**src/rtl/uart_tx_io_pkg.sv**
```systemverilog
// uart_tx_io_pkg: register offsets, FSM encoding and status bit positions for the UART transmitter
package uart_tx_io_pkg;
  localparam logic [1:0] ADDR_TX_DATA = 2'b00;
  localparam logic [1:0] ADDR_STATUS  = 2'b10;
  localparam int ST_EMPTY = 0;
  localparam int ST_FULL  = 1;
  localparam int ST_BUSY  = 2;
  localparam int ST_OVF   = 3;
  localparam int ST_COUNT = 4;
  typedef enum logic [1:0] {S_IDLE, S_START, S_DATA, S_STOP} state_e;
endpackage

```
**src/rtl/uart_tx_fifo.sv**
```systemverilog
// uart_tx_fifo: circular byte FIFO with wrapping pointers and an explicit occupancy count
module uart_tx_fifo
  import uart_tx_io_pkg::*;
#(
  parameter int  FIFO_DEPTH = 8,
  localparam int AW = $clog2(FIFO_DEPTH),
  localparam int CW = AW + 1
) (
  input  logic          clock,
  input  logic          reset,
  input  logic          push,
  input  logic          pop,
  input  logic [7:0]    din,
  output logic [7:0]    dout,
  output logic [CW-1:0] count,
  output logic          full,
  output logic          empty
);
  logic [7:0]    mem_q [FIFO_DEPTH];
  logic [AW-1:0] rp_q, rp_d, wp_q, wp_d;
  logic [CW-1:0] cnt_q, cnt_d;
  logic          do_push, do_pop;
  assign empty = cnt_q == '0;
  assign full  = cnt_q == CW'(FIFO_DEPTH);
  assign count = cnt_q;
  assign dout  = mem_q[rp_q];
  // a push into a full FIFO only lands when the head leaves in the same cycle
  always_comb begin
    do_pop  = pop & ~empty;
    do_push = push & (~full | do_pop);
    rp_d    = do_pop ? rp_q + AW'(1) : rp_q;
    wp_d    = do_push ? wp_q + AW'(1) : wp_q;
    cnt_d   = cnt_q + CW'(do_push) - CW'(do_pop);
  end
  // pointer and count registers
  always_ff @(posedge clock or negedge reset) begin
    if (!reset) begin
      rp_q  <= '0;
      wp_q  <= '0;
      cnt_q <= '0;
    end else begin
      rp_q  <= rp_d;
      wp_q  <= wp_d;
      cnt_q <= cnt_d;
    end
  end
  // storage needs no reset: the count decides what is valid
  always_ff @(posedge clock) begin
    if (do_push) mem_q[wp_q] <= din;
  end
endmodule

```
**src/rtl/uart_tx_io.sv**
```systemverilog
// uart_tx_io: memory-mapped 8N1 UART transmitter with a byte FIFO and a polled status word
module uart_tx_io
  import uart_tx_io_pkg::*;
#(
  parameter int CLK_FREQ   = 23_000_000,
  parameter int BAUD       = 9600,
  parameter int FIFO_DEPTH = 8
) (
  input  logic        clock,
  input  logic        reset,
  input  logic        UartCtrl,
  input  logic        ioWrite,
  input  logic        ioRead,
  input  logic [1:0]  uartAddr,
  input  logic [31:0] write_data,
  output logic [15:0] read_data,
  output logic        tx
);
  localparam int DIV = CLK_FREQ / BAUD;
  localparam int BW  = DIV > 1 ? $clog2(DIV) : 1;
  localparam int CW  = $clog2(FIFO_DEPTH) + 1;
  state_e        state_q, state_d;
  logic [BW-1:0] baud_q, baud_d;
  logic [2:0]    idx_q, idx_d;
  logic [7:0]    shift_q, shift_d;
  logic          tx_q, tx_d;
  logic          ovf_q, ovf_d;
  logic          wr, clr, rd, push, pop, full, empty, bit_end;
  logic [7:0]    dout;
  logic [CW-1:0] count;
  logic [15:0]   status;
  logic          unused_wdata;
  assign unused_wdata = ^write_data[31:8];
  assign wr      = UartCtrl & ioWrite & (uartAddr == ADDR_TX_DATA);
  assign clr     = UartCtrl & ioWrite & (uartAddr == ADDR_STATUS);
  assign rd      = UartCtrl & ioRead & (uartAddr == ADDR_STATUS);
  assign push    = wr & (~full | pop);
  assign bit_end = baud_q == BW'(DIV - 1);
  assign tx      = tx_q;
  uart_tx_fifo #(.FIFO_DEPTH(FIFO_DEPTH)) u_fifo (
    .clock (clock),
    .reset (reset),
    .push  (push),
    .pop   (pop),
    .din   (write_data[7:0]),
    .dout  (dout),
    .count (count),
    .full  (full),
    .empty (empty)
  );
  // frame sequencer; tx is registered from the next state so the line never glitches
  always_comb begin
    state_d = state_q;
    idx_d   = idx_q;
    shift_d = shift_q;
    pop     = 1'b0;
    baud_d  = (state_q == S_IDLE || bit_end) ? '0 : baud_q + BW'(1);
    unique case (state_q)
      S_IDLE: if (!empty) begin
        pop     = 1'b1;
        shift_d = dout;
        state_d = S_START;
      end
      S_START: if (bit_end) begin
        idx_d   = 3'd0;
        state_d = S_DATA;
      end
      S_DATA: if (bit_end) begin
        shift_d = {1'b0, shift_q[7:1]};
        idx_d   = idx_q + 3'd1;
        state_d = idx_q == 3'd7 ? S_STOP : S_DATA;
      end
      S_STOP: if (bit_end) begin
        pop     = ~empty;
        shift_d = empty ? shift_q : dout;
        state_d = empty ? S_IDLE : S_START;
      end
    endcase
    tx_d = state_d == S_START ? 1'b0 : state_d == S_DATA ? shift_d[0] : 1'b1;
  end
  // overflow is sticky until software writes the status offset
  always_comb begin
    ovf_d = clr ? 1'b0 : (wr & ~push) ? 1'b1 : ovf_q;
  end
  // status word is only driven during a status read, otherwise zero
  always_comb begin
    status                = '0;
    status[ST_EMPTY]      = empty;
    status[ST_FULL]       = full;
    status[ST_BUSY]       = state_q != S_IDLE;
    status[ST_OVF]        = ovf_q;
    status[ST_COUNT +: 4] = 4'(count);
    read_data             = rd ? status : 16'h0000;
  end
  // sequencer and flag registers
  always_ff @(posedge clock or negedge reset) begin
    if (!reset) begin
      state_q <= S_IDLE;
      baud_q  <= '0;
      idx_q   <= '0;
      shift_q <= '0;
      tx_q    <= 1'b1;
      ovf_q   <= 1'b0;
    end else begin
      state_q <= state_d;
      baud_q  <= baud_d;
      idx_q   <= idx_d;
      shift_q <= shift_d;
      tx_q    <= tx_d;
      ovf_q   <= ovf_d;
    end
  end
endmodule

```
**config.mk**
```make
export PLATFORM = sky130hd
export DESIGN_NAME = uart_tx_io
export DESIGN_NICKNAME = d
export VERILOG_FILES = /design/src/rtl/uart_tx_io_pkg.sv /design/src/rtl/uart_tx_fifo.sv /design/src/rtl/uart_tx_io.sv
export SDC_FILE = /design/constraint.sdc
export NUM_CORES = 1
export LEC_CHECK = 0
export CAP_MARGIN = 20
export CORE_UTILIZATION = 50
export CTS_CLUSTER_DIAMETER = 100
export DETAILED_ROUTE_END_ITERATION = 7
export GPL_TIMING_DRIVEN = 1
export PLACE_DENSITY = 0.73
export SYNTH_ARGS = -nofsm -noshare
export SYNTH_HDL_FRONTEND = slang
export SYNTH_HIERARCHICAL = 1
export SYNTH_SLANG_ARGS = --single-unit
export TNS_END_PERCENT = 5
```
**constraint.sdc**
```tcl
create_clock -name clock -period 4.72 [get_ports clock]
set_input_delay 0.944 -clock clock [delete_from_list [all_inputs] [get_ports clock]]
set_output_delay 0.944 -clock clock [all_outputs]
set_load 0.01 [all_outputs]
```
# Word-level counts from Yosys, hierarchy flattened
# Memories as Yosys holds them, arrays and structs flattened.
# Cells that the tools add are included.
# W data, S select, Z words.
[word_totals] ff_bits=37 latchBits=0 mem_bits_rw=64 romBits=0 inputBits=39 output_inout_bits=17 word_cells=78 memories=1
[classes] add_sub_neg=6 mul=0 div_mod_pow=0 order_cmp=0 eq_ne=12 shifts=0 n_mux=25 bitwise=14 reduce_logical=10
[mem_list] memory="u_fifo.mem_q" words=8 word_bits=8 read_ports=1 rd_ports_with_merged_regs=0 wr=1 line_no="uart_tx_fifo.sv:19" text="logic [7:0] mem_q [FIFO_DEPTH];"
[ops] operator="$mux W8" count=4
[ops] operator="$pmux W8 S3" count=1
[ops] operator="$add A12 B1 Y12 const B" count=1
[ops] operator="$eq A12 B12 Y1 const B" count=1
[ops] operator="$mux W12" count=1
[ops] operator="$mux W1" count=10
[ops] operator="$add A3 B1 Y3 const B" count=3
[ops] operator="$and A1 B1 Y1" count=9
[ops] operator="$eq A2 B2 Y1 const B" count=4
[ops] operator="$mux W2" count=4
[ops] operator="$pmux W2 S4" count=1
[ops] operator="$mux W3" count=2
[ops] operator="$ne A2 B2 Y1 const B" count=3
[ops] operator="$pmux W3 S2" count=1
[ops] operator="$reduce_and A3 Y1" count=2
[ops] operator="$reduce_bool A2 Y1" count=3
[ops] operator="$add A4 B1 Y4" count=1
[ops] operator="$eq A2 B1 Y1 const B" count=2
[ops] operator="$eq A4 B4 Y1 const B" count=1
[ops] operator="$logic_not A2 Y1" count=2
[ops] operator="$logic_not A4 Y1" count=1
[ops] operator="$sub A4 B1 Y4" count=1
[ops] operator="$eq A3 B3 Y1 const B" count=1
[ops] operator="$not A1 Y1" count=3
[ops] operator="4 further kinds" count=5

# Longest topological paths before layout
# Gate-level depths: netlist (run 1).
[logic_depth] depth_word=10 depth_mapped=12 mapped_depth_nobuf=12

# Cells and area by module
# The synthesis (run 1) kept the hierarchy.
[by_module_without_submodules] module="uart_tx_fifo" instances=1 cells_each=153 area_per_inst_um2=3093.0 seq_area_each_um2=2172.1
[by_module_without_submodules] module="uart_tx_io" instances=1 cells_each=178 area_per_inst_um2=1711.6 seq_area_each_um2=676.9

# Worst setup path after synthesis (run 1)
# Ideal clock, no wire load.
[synth_timing] kind="register to register" start="register baud_q[5]" end="memory u_fifo.mem_q[4][0] (enable)" setup_time_ns=0.395 t_arrival_ns=3.313 setup_slack_ns=1.012 stages_incl_launch_ff=7 n_path_buf=0 period_less_slack_ns=3.708 cell_sequence="dfrtp_1 -> or4b_4 -> o41a_4 -> or3_4 -> a211oi_2 -> nand2_1 -> nor4_1"
[synth_via] elab_chain_len=8 word_cells_on_any_way=10
[synth_lines] item="start, declared" line_no="uart_tx_io.sv:23" text="logic [BW-1:0] baud_q, baud_d;"
[synth_lines] item="start signal, assigned" line_no="uart_tx_io.sv:106" text="baud_q <= baud_d;"
[synth_lines] item="$eq A12 B12 Y1" line_no="uart_tx_io.sv:38" text="assign bit_end = baud_q == BW'(DIV - 1);"
[synth_lines] item="$mux W1" line_no="uart_tx_io.sv:73" text="S_STOP: if (bit_end) begin"
[synth_lines] item="$pmux W1 S2" line_no="uart_tx_io.sv:58" text="unique case (state_q)"
[synth_lines] item="$or A1 B1 Y1" line_no="uart_tx_io.sv:37" text="assign push = wr & (~full | pop);"
[synth_lines] item="$and A1 B1 Y1" line_no="uart_tx_io.sv:37"
[synth_lines] item="named net push" line_no="uart_tx_io.sv:28" text="logic wr, clr, rd, push, pop, full, empty, bit_end;"
[synth_lines] item="$and A1 B1 Y1" line_no="uart_tx_fifo.sv:30" text="do_push = push & (~full | do_pop);"
[synth_lines] item="$mux W1" line_no="uart_tx_fifo.sv:49" text="if (do_push) mem_q[wp_q] <= din;"
[synth_lines] item="$mux W1 (not written as such)" line_no="uart_tx_fifo.sv:49"
[synth_lines] item="end, declared" line_no="uart_tx_fifo.sv:19"
# The timed path passes the listed nets, and every way through them passes these cells.

# Worst setup path in the final report (run 1)
[layout_timing] start="input port UartCtrl" end="output port read_data[3]"
[layout_via] elab_chain_len=3
[layout_lines] item="start, declared" line_no="uart_tx_io.sv:11" text="input logic UartCtrl,"
[layout_lines] item="$and A1 B1 Y1 (2 in a row)" line_no="uart_tx_io.sv:36" text="assign rd = UartCtrl & ioRead & (uartAddr == ADDR_STATUS);"
[layout_lines] item="$mux W8" line_no="uart_tx_io.sv:93" text="read_data = rd ? status : 16'h0000;"
[layout_lines] item="end, declared" line_no="uart_tx_io.sv:16" text="output logic [15:0] read_data,"
# Every way passes these cells.

==> out/metrics.csv, run 1 <==
stage;metric;value;unit
run_status;status;completed;
worst_setup_path;crit_top_cell;clkdlybuf4s50_1;
clock_network;clk_pin_slew_worst_paths;0.10;ns
final_layout;nets;421;
sta;clock_skew;0.007356;ns
route;wl;8.019;mm
route;firstDrtPassIters;5;
clock_network;cts_buffers;9;
worst_setup_path;path_cells;clkdlybuf4s50_1, nor2b_1, and3_1, and2_1, clkdlybuf4s50_1;
logic_synthesis;netlist_instances;331;
sta;max_freq;271.8;MHz
logic_synthesis;synth_edf_count;64;
job;maxCapViolations;0;
global_routing;top_usage_layer;met2;
final_layout;syn_to_final_growth;11.38;%
worst_setup_path;cp_max_fo;8;
placement;port_buffers;23;
clock_network;cts.sinks;101;
route;viasPerCell;5.396;
worst_hold_path;min_to;baud_q[0];
worst_setup_path;slowest_stage;clkdlybuf4s50_1;
route;antenna_left;0;
worst_setup_path;worst_r2r_startpoint;baud_q[5];
sta;maxSlewViolCount;0;
global_routing;use_met1;0.2292;
final_layout;fillCellCount;754;
sta;hold_viol;0;
clock_network;cts_buffer_depth;2;
route;first_iter_violations;83;
sta;setup_violations;0;
worst_setup_path;critPathArrivalTime;2.73;ns
sta;worst_slew_pin_slew;0.8764;ns
clock_network;cts_hold_buf;0;
pwr;power-per-cell-area;328.1;nW/um^2
clock_network;postCtsSetupBuffers;0;
route;wire_per_inst;16.10;um
logic_synthesis;ys_warn_count;6;
floorplanning;num_rows;35;
sta;fin_crit;3.679;ns
worst_setup_path;cp.required;3.78;ns
pwr;ir_worst_vdd;0.2801;mV
logic_synthesis;async_flop_share;0.3663;
clock_network;cts_root_buf;clkbuf_8;
final_layout;final_layout_size_suffix_gt1_frac;0.1463;
floorplanning;initial_utilization;0.5175;
floorplanning;die_h;100.0;um
clock_network;cts-resized-gates;0;
worst_hold_path;hold_class;flop to flop;
route;num_vias;2687;
logic_synthesis;ys_types;54;
placement;pre_cts_ws;1.042;ns
global_routing;grtUsageMet3;0.05571;
clock_network;cts_tree;yes;
sta;max_slew_margin;0.4157;
worst_setup_path;regToRegEndpoint;u_fifo/count[1];
logic_synthesis;ys_seq_elements;101;
worst_setup_path;ff2ff_path_depth;10;
placement;gp_congestion;0.7413;
floorplanning;ios;56;
clock_network;clock_latency;0.37;ns
logic_synthesis;synth_area;4805;um^2
floorplanning;die_area;10010;um^2
worst_setup_path;setup.worst_path.class;input pin to primary output;
pwr;leakagePower;0.002058;uW
placement;dpl.hpwl;5.224;mm
sta;timing.final.crit_share;0.7794;
floorplanning;die_w;100.0;um
global_routing;grt_max_degree;38;
global_routing;use_met2;0.2849;
worst_setup_path;worst_path_largest_cell_delay;0.53;ns
worst_hold_path;min_from;baud_q[0];
logic_synthesis;syn_avg_cell_area;14.52;um^2
global_routing;track_usage;0.1765;
worst_setup_path;cp-end-kind;primary output;
floorplanning;core;9284;um^2
global_routing;grt_pass1_wl;13.11;mm
logic_synthesis;ys_seq_area_frac;0.5930;
global_routing;grt_pass1_vias;2604;
final_layout;diodes;0;
clock_network;cts_max_level;3;
worst_hold_path;min_path_cells;1;
global_routing;grt_overflow_total;0;
global_routing;grt_antenna_before_repair;0;
worst_setup_path;cp-start-kind;input pin;
route;drc;0;
logic_synthesis;synth_top_flop_cell;edfxtp_1;
sta;setup_slack;1.041;ns
sta;fin_setup_tns;0;ns
sta;rsz0062_at_grt;false;
worst_setup_path;rrSetupSlack;1.15;ns
-- sequential cells by signal, summed over array words and instances, names as in the netlist --
name / flops
u_fifo/mem_q: 64
baud_q: 12
shift_q: 8
u_fifo/count: 4
idx_q: 3
u_fifo/rp_q: 3
u_fifo/wp_q: 3
state_q: 2
ovf_q: 1
tx: 1
-- layout make-up --
| type | count | area [um^2] | area share |
|---|---|---|---|
| Tap cell | 129 | 161.4 | 0.03016 |
| Sequential cell | 101 | 2849 | 0.5324 |
| Multi-Input combinational cell | 207 | 1819 | 0.3400 |
| Timing Repair Buffer | 32 | 292.8 | 0.05471 |
| Inverter | 13 | 48.80 | 0.009119 |
| Clock buffer | 10 | 127.6 | 0.02385 |
| Clock inverter | 6 | 52.55 | 0.009820 |
-- how the worst max path moves through the flow --
stage                          from                  to  cells past startpoint
after floorplan           baud_q[5]  u_fifo/mem_q[4][0]                      6
after global placement     UartCtrl        read_data[3]                      5
after detailed placement   UartCtrl        read_data[3]                      5
after CTS                  UartCtrl        read_data[3]                      5
after global routing      baud_q[5]     u_fifo/count[2]                     10
final                      UartCtrl        read_data[3]                      5
-- cell usage in the layout (no fill, tap or decap), types with 6 or more instances in the layout --
master,count
dfrtp_1,36
ha_1,17
conb_1,8
edfxtp_1,64
nand2b_1,6
mux4_1,16
xor2_1,6
inv_1,13
mux2i_1,10
clkbuf_8,9
a21oi_1,8
nor2_1,24
mux2_2,12
o21ai_0,9
buf_4,9
nor3_1,8
nand2_1,16
clkdlybuf4s50_1,22
and2_1,10
xnor2_1,10
-- stage by stage --
stage | power (uW) | utilization | hold WS [ns] | cell area (um^2) | std cells
2_1_floorplan | 1192 | - | 0.4596 | 4831 | 338
5_1_grt | 1843 | 0.5764 | 0.5371 | 5351 | 498
4_1_cts | 1779 | 0.5764 | 0.5149 | 5351 | 498
3_3_place_gp | 1253 | 0.5570 | 0.4813 | 5171 | 482
3_5_place_dp | 1265 | 0.5570 | 0.5006 | 5171 | 482
6_report | 1756 | 0.5764 | 0.5090 | 5351 | 498
-- kinds of logic after synthesis --
kind of cell,Yosys count,synth area share
AND/OR/NAND/NOR,94,0.1070
XOR/XNOR,16,0.02917
AO/OA/AOI/OAI,33,0.05027
adder cells (fa/ha/maj),18,0.04844
other,1,0.0007805
multiplexers,38,0.1365
flip-flops,101,0.5930
buffers and inverters,30,0.03490
-- power breakdown --
part | leakage (uW) | total (uW) | internal (uW) | switching [uW]
sequential | 0.00104 | 1030 | 988 | 43.1
clock | 0.0000911 | 512 | 202 | 310
combinational | 0.000932 | 212 | 102 | 110
total | 0.00206 | 1760 | 1290 | 463
-- worst max-delay path, delay by kind of cell --
family                 cells  cell delay, ns
buffers and inverters      2            0.99
AND/OR/NAND/NOR            3            0.80
-- Yosys cell counts, types with 3 or more instances --
cell type | number | area, um^2
edfxtp_1 | 64 | 1922
dfrtp_1 | 36 | 900.9
nor2_1 | 24 | 90.09
ha_1 | 17 | 212.7
mux4_1 | 16 | 420.4
nand2_1 | 16 | 60.06
inv_1 | 13 | 48.80
mux2_2 | 12 | 135.1
and2_1 | 10 | 62.56
mux2i_1 | 10 | 100.1
xnor2_1 | 10 | 87.58
o21ai_0 | 9 | 45.04
a21oi_1 | 8 | 40.04
buf_4 | 8 | 60.06
nor3_1 | 8 | 40.04
nand2b_1 | 6 | 37.54
xor2_1 | 6 | 52.55
and3_1 | 5 | 31.28
clkbuf_1 | 4 | 15.01
nor2b_1 | 4 | 25.02
or2_2 | 4 | 25.02
a22o_1 | 3 | 26.28
nand3b_1 | 3 | 22.52
nor4_1 | 3 | 18.77
-- per-layer routing --
layer / vias up / routed length [um]
met5: - / 0
met4: 0 / 115
li1: 1278 / -
met2: 57 / 3916
met3: 12 / 297
met1: 1340 / 3690
Power figures use the tool's default switching activity.
==> run 2, diff against run 1 <==
==> constraint.sdc (replaced) <==
create_clock -name clock -period 3.8 [get_ports clock]
set_input_delay 0.76 -clock clock [delete_from_list [all_inputs] [get_ports clock]]
set_output_delay 0.76 -clock clock [all_outputs]
set_load 0.01 [all_outputs]
==> run 2 against run 1 <==
  * Final area up 0.35%
  * Critical path type is now flop to flop
  * Clock power up 26%
  * Combinational power up 27%
==> out/metrics.csv, run 2 (synthesized netlist as in run 1, its figures left out) <==
stage;metric;value;unit;change
final_layout;fillCellCount;740;;-1.9%
pwr;power-per-cell-area;409.2;nW/um^2;+25%
placement;place_area;5186;um^2;+0.29%
sta;max_freq;294.4;MHz;
final_layout;reg_top3;u_fifo/mem_q: 64 flops, baud_q: 12 flops, shift_q: 8 flops;;
sta;hold_ws;0.4828;ns;-0.02615 ns
job;maxCapViolations;0;;unchanged
worst_setup_path;slowest_stage;or4b_4;;
route;viasPerCell;5.406;;+0.19%
floorplanning;die_w;100.0;um;unchanged
route;num_vias;2703;;+0.60%
route;wl;8.278;mm;+3.2%
global_routing;grt_pass1_wl;13.52;mm;+3.2%
clock_network;cts-resized-gates;0;;unchanged
worst_setup_path;critPathArrivalTime;3.47;ns;+0.74 ns
worst_setup_path;ff2ff_path_depth;8;;-2
clock_network;cts_hold_buf;0;;unchanged
worst_setup_path;cp-start-kind;flop;;
final_layout;diodes;0;;unchanged
worst_setup_path;path_cells;or4b_4, o41a_4, or3_4, inv_1, nor2b_1, nor2_1, nor4_1, buf_4;;
worst_setup_path;setup.worst_path.class;flop to flop;;
clock_network;cts_max_level;3;;unchanged
final_layout;largest-register;u_fifo/mem_q;;
clock_network;cts_tree;yes;;
final_layout;final_layout_size_suffix_gt1_frac;0.1509;;+0.004602
clock_network;cts_buffers;9;;unchanged
sta;hold_viol;0;;unchanged
route;first_iter_violations;104;;+25%
worst_setup_path;rrSetupSlack;0.40;ns;-0.75 ns
worst_setup_path;worstSetupEndpoint;u_fifo/mem_q[0][1];;
final_layout;final_area;5370;um^2;+0.35%
sta;max_slew_margin;0.4448;;+0.02911
placement;dpl.hpwl;5.418;mm;+3.7%
sta;clock_skew;0.01240;ns;+0.005043 ns
pwr;leakagePower;0.002075;uW;+0.83%
floorplanning;die_area;10010;um^2;unchanged
placement;port_buffers;23;;unchanged
worst_setup_path;cp_max_fo;8;;unchanged
floorplanning;core;9284;um^2;unchanged
floorplanning;num_rows;35;;unchanged
global_routing;track_usage;0.1808;;+0.004224
global_routing;grt_antenna_before_repair;0;;unchanged
run_status;status;completed;;
sta;rsz0062_at_grt;false;;
worst_setup_path;path_depth;8;;+3
clock_network;clk_pin_slew_worst_paths;0.10;ns;about the same
global_routing;grt_max_degree;38;;unchanged
worst_setup_path;worst_r2r_startpoint;baud_q[5];;
worst_setup_path;cp.required;3.87;ns;+0.09 ns
worst_setup_path;startpoint;baud_q[5];;
floorplanning;ios;56;;unchanged
clock_network;cts_buffer_depth;2;;unchanged
sta;maxSlewViolCount;0;;unchanged
placement;pre_cts_ws;0.4289;ns;-0.6131 ns
sta;worst_slew_pin_slew;0.8328;ns;-0.04367 ns
global_routing;grt_overflow_total;0;;unchanged
final_layout;mostFrequentLayoutCells;edfxtp_1, dfrtp_1, nor2_1, clkdlybuf4s50_1, ha_1;;
sta;setup_slack;0.4035;ns;-0.6377 ns
route;wire_per_inst;16.56;um;+2.8%
sta;setup_violations;0;;unchanged
worst_setup_path;critPathBufInv;2;;unchanged
clock_network;cts.sinks;101;;unchanged
route;firstDrtPassIters;4;;-1
route;drc;0;;unchanged
final_layout;largest_reg_flops;64;;unchanged
sta;fin_setup_tns;0;ns;unchanged
floorplanning;initial_utilization;0.5175;;unchanged
final_layout;final_cells;500;;+0.40%
pwr;ir_worst_vdd;0.2921;mV;+4.3%
worst_setup_path;crit_family;simple AND/OR/NAND/NOR gates;;
final_layout;syn_to_final_growth;11.77;%;
clock_network;cts_root_buf;clkbuf_8;;
clock_network;clock_latency;0.36;ns;about the same
worst_hold_path;hold_class;input pin to asynchronous set/reset pin;;
floorplanning;die_h;100.0;um;unchanged
sta;fin_crit;3.396;ns;
final_layout;nets;423;;+0.48%
worst_setup_path;cp-end-kind;flop;;
placement;gp_congestion;0.7334;;-1.1%
final_layout;final_common_cell;edfxtp_1;;
worst_setup_path;regToRegEndpoint;u_fifo/mem_q[0][1];;
global_routing;grt_pass1_vias;2649;;+1.7%
worst_setup_path;worst_path_largest_cell_delay;0.58;ns;+0.05 ns
route;antenna_left;0;;unchanged
sta;timing.final.crit_share;0.8938;;
placement;dp_cells;484;;+0.41%
clock_network;postCtsSetupBuffers;0;;unchanged
[run 2: changes by cell type in the layout (fill, tap and decap cells not counted)]
cell	previous run	this run
buf_4	9	11
clkbuf_1	1	0
clkinv_1	0	1
clkinvlp_4	1	0
inv_8	2	3
[run 2: per-stage QoR]
step | util | total power [uW]
final | 0.5784 | 2197
after global routing | 0.5784 | 2311
after CTS | 0.5784 | 2221
after detailed placement | 0.5586 | 1577
after global placement | 0.5586 | 1557
after floorplan | - | 1480
[run 2: area by class of cell]
type,instances,area (um^2),share of cell area
flip-flops and latches,101,2849,0.5305
multi-input cells,207,1819,0.3388
repair buffers,34,307.8,0.05732
well taps,129,161.4,0.03006
clock buffers,9,123.9,0.02307
clock inverters,7,60.06,0.01118
inverters,13,48.80,0.009087
[run 2: power breakdown]
group          switching [uW]  internal (uW)
clock                     391            254
combinational             143            127
sequential               55.2           1230
total                     589           1610
[run 2: metal layers]
layer,vias up,global-route usage,wire [um]
li1,1284,-,-
met1,1352,0.2348,3771
met2,59,0.3003,4078
met3,8,0.04318,306
met4,0,0.06243,121
met5,-,0,0
[run 2: how the worst min path moves through the flow]
stage | end | cells past startpoint
after global routing | u_fifo/wp_q[2] | 1
after CTS | u_fifo/wp_q[2] | 1
after floorplan | baud_q[0] | 0
after global placement | u_fifo/wp_q[2] | 1
after detailed placement | u_fifo/wp_q[2] | 1
final | state_q[1] | 1
[run 2: worst reg2reg max path: cells and delay by family (launching register included)]
family / cells / cell delay, ns
AO/OA/AOI/OAI: 1 / 0.54
flip-flops: 1 / 0.43
AND/OR/NAND/NOR: 5 / 1.78
buffers and inverters: 2 / 0.37
==> run 3, diff against run 2 <==
--- a/config.mk
+++ b/config.mk
@@ -6,11 +6,12 @@
 export NUM_CORES = 1
 export LEC_CHECK = 0
 export CAP_MARGIN = 20
-export CORE_UTILIZATION = 50
+export CORE_UTILIZATION = 40
 export CTS_CLUSTER_DIAMETER = 100
 export DETAILED_ROUTE_END_ITERATION = 7
 export GPL_TIMING_DRIVEN = 1
-export PLACE_DENSITY = 0.73
+export PLACE_DENSITY = 0.61
+export REMOVE_ABC_BUFFERS = 1
 export SYNTH_ARGS = -nofsm -noshare
 export SYNTH_HDL_FRONTEND = slang
 export SYNTH_HIERARCHICAL = 1
==> run 3 against run 2 <==
  * The flow now finishes with violations (DRC)
  * Register-to-register slack hardly changed
  * Clock skew barely moved
  * Sequential share of layout area decreased by 1.5 points
  * Clock power rose by 50%
==> out/metrics.csv, run 3 (synthesized netlist as in run 1, its figures left out) <==
stage;metric;value;unit;change
pwr;swShare;0.2490;;-0.01907
worst_setup_path;rrSetupSlack;0.42;ns;about the same
route;firstDrtPassIters;6;;+2
route;drc;10;;+10
sta;maxSlewViolCount;0;;unchanged
sta;setup_violations;0;;unchanged
sta;setup_slack;0.4152;ns;+0.01165 ns
final_layout;nets;423;;unchanged
floorplanning;die_w;111.6;um;+12%
worst_hold_path;hold_class;input pin to asynchronous set/reset pin;;
global_routing;grt_max_degree;38;;unchanged
pwr;power-per-cell-area;455.2;nW/um^2;+11%
placement;dpl.hpwl;5.443;mm;+0.46%
pwr;p_sw;626.4;uW;+6.3%
route;wl_met1;3.783;mm;+0.32%
pwr;pwr-share-clk;0.385;;+0.092
floorplanning;core;11560;um^2;+25%
pwr;leakagePower;0.002132;uW;+2.8%
worst_setup_path;setup.worst_path.class;flop to flop;;
worst_setup_path;cp.required;4.04;ns;+0.17 ns
route;viasPerCell;5.130;;-5.1%
sta;worst_slew_pin_slew;0.8290;ns;-0.003783 ns
pwr;p_total;2515;uW;+14%
final_layout;largest-register;u_fifo/mem_q;;
worst_setup_path;cp_max_fo;8;;unchanged
pwr;p_comb_frac;0.106;;-0.017
pwr;ir_worst_vdd;0.2915;mV;-0.20%
final_layout;reg_top3;u_fifo/mem_q: 64 flops, baud_q: 12 flops, shift_q: 8 flops;;
pwr;seqPwrFrac;0.509;;-0.075
final_layout;final_layout_size_suffix_gt1_frac;0.1536;;+0.002695
global_routing;grt_pass1_wl;13.60;mm;+0.55%
clock_network;cts-resized-gates;0;;unchanged
route;num_vias;2637;;-2.4%
worst_setup_path;critPathArrivalTime;3.62;ns;+0.15 ns
floorplanning;initial_utilization;0.4154;;-0.1021
route;wl_met2;4.145;mm;+1.6%
placement;port_buffers;23;;unchanged
clock_network;cts_max_level;3;;unchanged
worst_setup_path;cp-start-kind;flop;;
worst_setup_path;regToRegEndpoint;u_fifo/count[2];;
route;antenna_left;0;;unchanged
final_layout;diodes;0;;unchanged
sta;clock_skew;0.01206;ns;-0.0003349 ns
final_layout;final_area;5525;um^2;+2.9%
floorplanning;die_h;111.6;um;+12%
route;first_iter_violations;142;;+37%
placement;gp_congestion;0.7138;;-2.7%
placement;place_area;5204;um^2;+0.34%
worst_setup_path;cp-end-kind;flop;;
clock_network;cts.sinks;101;;unchanged
final_layout;syn_to_final_growth;15.00;%;
pwr;power.internal;1889;uW;+17%
clock_network;cts_tree;yes;;
route;wire_per_inst;16.14;um;-2.5%
sta;max_slew_margin;0.4474;;+0.002522
clock_network;clk_pin_slew_worst_paths;0.07;ns;-0.03 ns
sta;fin_crit;3.385;ns;-0.01165 ns
sta;timing.final.crit_share;0.8907;;-0.003065
clock_network;clock_latency;0.35;ns;about the same
clock_network;postCtsSetupBuffers;0;;unchanged
run_status;status;finished, violations left;;
sta;rsz0062_at_grt;false;;
final_layout;final_common_cell;edfxtp_1;;
global_routing;grt_pass1_vias;2640;;-0.34%
route;top_layer;met4;;
route;wl;8.294;mm;+0.19%
route;wl_met3;323;um;+5.6%
clock_network;cts_buffers;9;;unchanged
final_layout;mostFrequentLayoutCells;edfxtp_1, dfrtp_1, nor2_1, clkdlybuf4s50_1, ha_1;;
sta;hold_ws;0.5062;ns;+0.02339 ns
worst_setup_path;worst_r2r_startpoint;baud_q[5];;
floorplanning;ios;56;;unchanged
run_status;violations;DRC;;
global_routing;grt_overflow_total;0;;unchanged
global_routing;track_usage;0.1453;;-0.03544
clock_network;cts_hold_buf;0;;unchanged
clock_network;cts_buffer_depth;2;;unchanged
global_routing;grt_antenna_before_repair;0;;unchanged
clock_network;cts_root_buf;clkbuf_16;;
sta;max_freq;295.4;MHz;+0.34%
sta;hold_viol;0;;unchanged
worst_setup_path;ff2ff_path_depth;10;;+2
job;maxCapViolations;0;;unchanged
floorplanning;num_rows;39;;+11%
sta;fin_setup_tns;0;ns;unchanged
placement;pre_cts_ws;0.4303;ns;+0.001412 ns
floorplanning;die_area;12450;um^2;+24%
final_layout;largest_reg_flops;64;;unchanged
-- run 3: stage by stage --
step                std cells  utilization
detailed placement        498       0.4500
CTS                       514       0.4778
global placement          498       0.4500
floorplan                 321            -
global route              514       0.4778
finish                    514       0.4778
-- run 3: cell type report --
class / instances / area [um^2]
clock inverters: 7 / 96.34
multi-input cells: 207 / 1819
repair buffers: 34 / 307.8
inverters: 13 / 48.80
fillers: 1010 / 6040
well taps: 143 / 178.9
clock buffers: 9 / 225.2
flip-flops and latches: 101 / 2849
-- run 3: worst max-delay path: stages, from the launching register on --
cell	delay (ns)
dfrtp_1	0.42
or4b_4	0.59
o41a_4	0.54
or3_4	0.37
a211oi_2	0.36
nand2_1	0.09
mux2i_1	0.14
ha_1	0.18
inv_1	0.06
fa_1	0.40
xnor2_1	0.14
-- run 3: worst max-delay path by stage --
stage | from | to | slack [ns] | cells past startpoint
finish | baud_q[5] | u_fifo/count[2] | 0.42 | 10
CTS | baud_q[5] | u_fifo/count[2] | 0.42 | 10
detailed placement | baud_q[5] | u_fifo/count[2] | 0.43 | 10
global placement | baud_q[5] | u_fifo/mem_q[4][4] | 0.48 | 8
global route | baud_q[5] | u_fifo/count[2] | 0.26 | 10
floorplan | baud_q[5] | u_fifo/mem_q[4][0] | 0.09 | 6
-- run 3: power groups by stage --
stage,clock [uW],sequential (uW),combinational [uW]
after floorplan,0,1290,184
after global placement,0,1300,255
after detailed placement,0,1310,271
after CTS,1000,1280,273
after global routing,1040,1290,305
final,968,1280,267
-- run 3: layer usage --
metal  global-route usage  up-vias
met5                    0        -
met4              0.04414        0
met3              0.04300        4
met2               0.2371       47
met1               0.1876     1298
li1                     -     1288
